File: src/rtl/misr_pkg.sv
// Shared types, defaults and the MISR step function for the
// response compactor and its reference model.
package misr_pkg;

  localparam int MISR_W = 29;

  localparam logic [MISR_W-1:0] POLY_29 = 29'h0000005;
  localparam logic [MISR_W-1:0] SEED_29 = 29'h0000000;

  typedef enum logic [1:0] {
    IDLE = 2'd0,
    RUN  = 2'd1,
    DONE = 2'd2
  } state_e;

  function automatic logic [MISR_W-1:0] misr_next(
    input logic [MISR_W-1:0] sig,
    input logic [MISR_W-1:0] data,
    input logic [MISR_W-1:0] poly
  );
    return {sig[MISR_W-2:0], 1'b0}
         ^ (sig[MISR_W-1] ? poly : '0)
         ^ data;
  endfunction

endpackage

File: src/rtl/misr_core.sv
// Signature register: seed load, one GF(2) step per accepted beat,
// and a look-ahead of the stepped value for the pass compare.
module misr_core
  import misr_pkg::*;
#(
  parameter int              WIDTH = MISR_W,
  parameter logic [WIDTH-1:0] POLY = POLY_29,
  parameter logic [WIDTH-1:0] SEED = SEED_29
) (
  input  logic             clk,
  input  logic             rst,
  input  logic             load,
  input  logic             step,
  input  logic [WIDTH-1:0] data,
  output logic [WIDTH-1:0] sig,
  output logic [WIDTH-1:0] sig_step
);

  logic [WIDTH-1:0] sig_q;
  logic [WIDTH-1:0] sig_d;

  always_comb begin
    sig_step = misr_next(sig_q, data, POLY);
    sig_d    = sig_q;
    if (load) begin
      sig_d = SEED;
    end else if (step) begin
      sig_d = sig_step;
    end
  end

  always_ff @(posedge clk) begin
    if (rst) begin
      sig_q <= SEED;
    end else begin
      sig_q <= sig_d;
    end
  end

  assign sig = sig_q;

endmodule

File: src/rtl/resp_misr_compactor.sv
// Response compactor: run FSM, beat counter and golden-signature
// compare around a MISR core.
module resp_misr_compactor
  import misr_pkg::*;
#(
  parameter int               WIDTH = MISR_W,
  parameter logic [WIDTH-1:0] POLY  = POLY_29,
  parameter logic [WIDTH-1:0] SEED  = SEED_29,
  parameter int               CNT_W = 16
) (
  input  logic             clk,
  input  logic             rst,
  input  logic             start,
  input  logic [CNT_W-1:0] num_patterns,
  input  logic [WIDTH-1:0] expected_sig,
  input  logic             resp_valid,
  input  logic [WIDTH-1:0] resp_data,
  output logic             resp_ready,
  output logic             busy,
  output logic             done,
  output logic             pass,
  output logic [WIDTH-1:0] signature,
  output logic [CNT_W-1:0] beat_count
);

  state_e           state_q, state_d;
  logic [CNT_W-1:0] cnt_q, cnt_d;
  logic [CNT_W-1:0] num_q, num_d;
  logic [WIDTH-1:0] exp_q, exp_d;
  logic             pass_q, pass_d;

  logic             load;
  logic             beat;
  logic [WIDTH-1:0] sig_step;

  assign beat = resp_valid && (state_q == RUN);

  always_comb begin
    state_d = state_q;
    cnt_d   = cnt_q;
    num_d   = num_q;
    exp_d   = exp_q;
    pass_d  = pass_q;
    load    = 1'b0;
    unique case (state_q)
      IDLE, DONE: begin
        if (start) begin
          load   = 1'b1;
          cnt_d  = '0;
          num_d  = num_patterns;
          exp_d  = expected_sig;
          pass_d = 1'b0;
          if (num_patterns == '0) begin
            state_d = DONE;
            pass_d  = (SEED == expected_sig);
          end else begin
            state_d = RUN;
          end
        end
      end
      RUN: begin
        if (beat) begin
          cnt_d = cnt_q + 1'b1;
          // Last beat: compare the value the MISR is about to take.
          if (cnt_q == num_q - 1'b1) begin
            state_d = DONE;
            pass_d  = (sig_step == exp_q);
          end
        end
      end
      default: state_d = IDLE;
    endcase
  end

  always_ff @(posedge clk) begin
    if (rst) begin
      state_q <= IDLE;
      cnt_q   <= '0;
      num_q   <= '0;
      exp_q   <= '0;
      pass_q  <= 1'b0;
    end else begin
      state_q <= state_d;
      cnt_q   <= cnt_d;
      num_q   <= num_d;
      exp_q   <= exp_d;
      pass_q  <= pass_d;
    end
  end

  misr_core #(
    .WIDTH(WIDTH),
    .POLY (POLY),
    .SEED (SEED)
  ) u_core (
    .clk     (clk),
    .rst     (rst),
    .load    (load),
    .step    (beat),
    .data    (resp_data),
    .sig     (signature),
    .sig_step(sig_step)
  );

  assign resp_ready = (state_q == RUN);
  assign busy       = (state_q == RUN);
  assign done       = (state_q == DONE);
  assign pass       = pass_q;
  assign beat_count = cnt_q;

endmodule

File: config.mk
export PLATFORM = sky130hd
export DESIGN_NAME = resp_misr_compactor
export DESIGN_NICKNAME = d
export VERILOG_FILES = /design/src/rtl/misr_pkg.sv /design/src/rtl/misr_core.sv /design/src/rtl/resp_misr_compactor.sv
export SDC_FILE = /design/constraint.sdc
export NUM_CORES = 1
export LEC_CHECK = 0
export ABC_AREA = 1
export BUFFER_PORTS_ARGS = -buffer_cell sky130_fd_sc_hd__buf_2
export CAP_MARGIN = 20
export CORE_ASPECT_RATIO = 1.1
export CORE_UTILIZATION = 35
export CTS_CLUSTER_SIZE = 12
export DETAILED_ROUTE_END_ITERATION = 6
export SYNTH_ARGS = -nofsm -noshare
export SYNTH_HDL_FRONTEND = slang
export SYNTH_SLANG_ARGS = --single-unit
File: constraint.sdc
create_clock -name clk -period 5.2 [get_ports clk]
set_input_delay 0.78 -clock clk [delete_from_list [all_inputs] [get_ports clk]]
set_output_delay 0.78 -clock clk [all_outputs]
set_load 0.03 [all_outputs]
==> impl_summary.txt <==
----------------------------------------------------
[Timing]
  Worst slew margin relative to its limit ... 49.5%
  Final clock period utilization by the worst path ... 48.2%
  Transition at the pin with the smallest max-transition slack ... 757 ps
  Hold violation total from the final report ... 0
  Setup Viol. Count Final ... 0
  Final slew viol count ... 0
  Clock period minus worst slack ... 2510 ps
  Setup Skew ... 11.9 ps
  Setup repair after global routing missed its margin ... false
  F_max ... 399 MHz
  Setup_tns ... 0 ps

[Global route]
  All-Layer GR Usage ... 20.0%
  First-pass GRT wire length ... 22,100 um
  Aggregate global routing overflow ... 0
  Maximum number of pins on one net before global-route repair ... 73
  Antenna violations before repair ... 0
  Number of global-route vias before repair ... 4,567

[Setup path]
  CP Data Required Time ... 5440 ps
  Worst r2r src ... state_q[0]
  Kind of critical path ... register to register
  Crit path to ... beat_count[2]
  Crit path arrival time ... 2750 ps
  Worst reg-to-reg path cell count ... 7
  Crit path launch type ... register
  Slack of the worst reg-to-reg path ... 2690 ps
  Nature of the critical path endpoint ... register
  Maximum fanout along the worst path ... 18
  Endpoint of the most critical register-to-register path ... beat_count[2]
  CP startpoint ... state_q[0]

[Drt]
  Number of vias per cell after detailed routing ... 4.72
  Initial DRT Pass Iterations ... 4
  Number of antenna-violating nets in the routed design ... 0
  DRC Markers ... 0
  Iteration-0 DRC count of the detailed router ... 211
  Via count ... 4,904
  Wire length per cell ... 13.6 um
  Routed wire length ... 14,100 um

[Logic synthesis]
  Ranking of synthesized cells by area ... sky130_fd_sc_hd__dfxtp_1 38%, sky130_fd_sc_hd__nand2_1 12%, sky130_fd_sc_hd__nor2_1 8.1%
  Post-synth net total ... 810
  Sequential area share after synthesis ... 37.7%
  Total of flip-flops plus latches after synthesis ... 93
  Synthesized instance count ... 730
  Warning count from the yosys run ... 0
  Number of flops mapped to enable cells by yosys ... 0
  Syn Area/Cell ... 6.76 um2
  Proportion of netlist area held by the largest area contributor ... 37.7%
  Number of distinct library cells after synthesis ... 36
  Total standard cell area after synthesis ... 4930 um2
  Synth area leader ... sky130_fd_sc_hd__dfxtp_1
  Async set-reset flop share out of synthesis ... 0%
  Dominant synthesized flop cell ... sky130_fd_sc_hd__dfxtp_1
  Most instantiated library cell after synthesis ... sky130_fd_sc_hd__nand2_1
  Commonest cells post-synth ... 157 x sky130_fd_sc_hd__nand2_1, 106 x sky130_fd_sc_hd__nor2_1, 93 x sky130_fd_sc_hd__dfxtp_1

[Clock tree]
  Maximum number of buffers from clock root to sink ... 2
  Clock-pin slew on the worst setup and hold paths ... 70 ps
  Number of buffers added to fix hold violations after cts ... 0
  H-tree Lvls ... 3
  Total of cells resized after clock tree synthesis ... 0
  Buffer count from post-CTS setup fixing ... 0
  Number of clock sinks seen by CTS ... 93
  Later-pin clock latency in the skew report ... 360 ps
  Root buf cell ... sky130_fd_sc_hd__clkbuf_16
  Inserted Clock Buffers ... 9
  Clock tree from TritonCTS ... done

[Floorplanning]
  Die span in x ... 115 um
  Rows ... 45
  Effective utilization at floorplan ... 35.8%
  Die height ... 127 um
  Full die area ... 14,600 um2
  CORE AREA ... 13,800 um2
  Number of primary I/O pins ... 127

[Placement]
  Final weighted congestion in routability-driven placement ... 0.839
  Placed Area ... 5730 um2
  Number of buffers inserted by port buffering ... 126
  HPWL after detailed placement ... 10,600 um

[Final layout]
  Net count, final ... 925
  Area growth syn-to-layout ... 22.2%
  Post-route cell area ... 6030 um2
  # fillers ... 1,508
  Multi-input gate area ... 2710 um2
  Fraction of final layout cells with drive strength greater than 1 ... 20.5%
  Storage cell area ... 1860 um2
  Antenna diode instance count ... 0

[Power]
  Lkg Pwr ... 2.74 nW
  Worst ir drop on vdd ... 0.164 mV
  Power density over cell area ... 299 nW/um2

[Run]
  Number of maximum-capacitance violations ... 0

[Min path]
  Hold path depth ... 2
  Path type of the worst min-delay path ... register to register

[Status]
  Outcome ... finished, final reports clean

----------------------------------------------------
area by class of cell:
cell class                      count  share of cell area (%)
Timing Repair Buffer              130                    11.0
Clock buffer                        9                    3.73
Tap cell                          188                    3.90
Inverter                           68                    4.23
Sequential cell                    93                    30.9
Multi-Input combinational cell    543                    45.0
Clock inverter                      7                    1.33
worst min-delay path by stage:
stage	end	from
6_report	exp_q[8]	exp_q[8]
5_1_grt	exp_q[1]	exp_q[1]
4_1_cts	exp_q[8]	exp_q[8]
3_5_place_dp	exp_q[8]	exp_q[8]
3_3_place_gp	exp_q[8]	exp_q[8]
2_1_floorplan	exp_q[10]	exp_q[10]
metrics by stage:
step	setup slack, ps	std cells	total power, mW	util (%)	hold WS (ps)
floorplan	3180	730	1.02	-	434
global placement	2640	1022	1.13	41.5	451
detailed placement	2580	1022	1.13	41.5	457
CTS	2680	1038	1.82	43.7	468
global route	2420	1038	1.90	43.7	499
finish	2690	1038	1.81	43.7	467
report_power, final:
group | switching (mW) | internal, mW | total [mW]
clock | 0.315 | 0.380 | 0.695
combinational | 0.209 | 0.117 | 0.326
sequential | 0.0325 | 0.751 | 0.784
cells by family after synthesis:
| family | count (synthesis) | synth area share (%) |
|---|---|---|
| buffers and inverters | 94 | 7.35 |
| xor gates and xnor gates | 53 | 9.41 |
| and+or+nand+nor | 330 | 28.5 |
| AOI/OAI and AO/OA | 158 | 16.5 |
| DFF | 93 | 37.7 |
| adders and majority gates | 2 | 0.507 |
routing by layer:
metal	part of all wire [%]	routed length, um	GRT usage (%)	up-vias
met2	47	6680	34.4	121
met3	6.3	882	5.45	17
met5	0	0	0	-
met4	1.5	211	6.80	0
li1	-	-	-	2593
met1	45	6320	23.8	2173
cell usage in the layout, fill, tap and decap left out, types with 2 or more instances in the layout:
master                      instances
sky130_fd_sc_hd__nand2_1          157
sky130_fd_sc_hd__buf_2            126
sky130_fd_sc_hd__nor2_1           105
sky130_fd_sc_hd__dfxtp_1           93
sky130_fd_sc_hd__a21oi_1           70
sky130_fd_sc_hd__o21ai_0           61
sky130_fd_sc_hd__inv_1             58
sky130_fd_sc_hd__xor2_1            27
sky130_fd_sc_hd__xnor2_1           26
sky130_fd_sc_hd__nand3_1           24
sky130_fd_sc_hd__o21ai_1           18
sky130_fd_sc_hd__inv_2             10
sky130_fd_sc_hd__clkbuf_16          9
sky130_fd_sc_hd__nand4_1            8
sky130_fd_sc_hd__nor4_1             8
sky130_fd_sc_hd__nor2_2             7
sky130_fd_sc_hd__nand3b_1           5
sky130_fd_sc_hd__nand2_2            4
sky130_fd_sc_hd__a211oi_1           4
sky130_fd_sc_hd__buf_4              4
sky130_fd_sc_hd__nor3_1             2
sky130_fd_sc_hd__nor2_4             2
sky130_fd_sc_hd__or2_1              2
sky130_fd_sc_hd__ha_1               2
sky130_fd_sc_hd__inv_6              2
worst max-delay path: stages (launching register included):
cell and delay [ps]:
sky130_fd_sc_hd__dfxtp_1 380, sky130_fd_sc_hd__inv_2 50, sky130_fd_sc_hd__nor2_2 320, sky130_fd_sc_hd__nand2_1 550, sky130_fd_sc_hd__nand2_1 640, sky130_fd_sc_hd__inv_2 190
sky130_fd_sc_hd__o21ai_0 210, sky130_fd_sc_hd__nor2_1 50
registers in the layout (all words and copies together) (netlist names):
register / flops
beat_count: 16
exp_q: 29
num_q: 16
pass: 1
state_q: 2
u_core.sig: 29
Power figures use the tool's default switching activity.
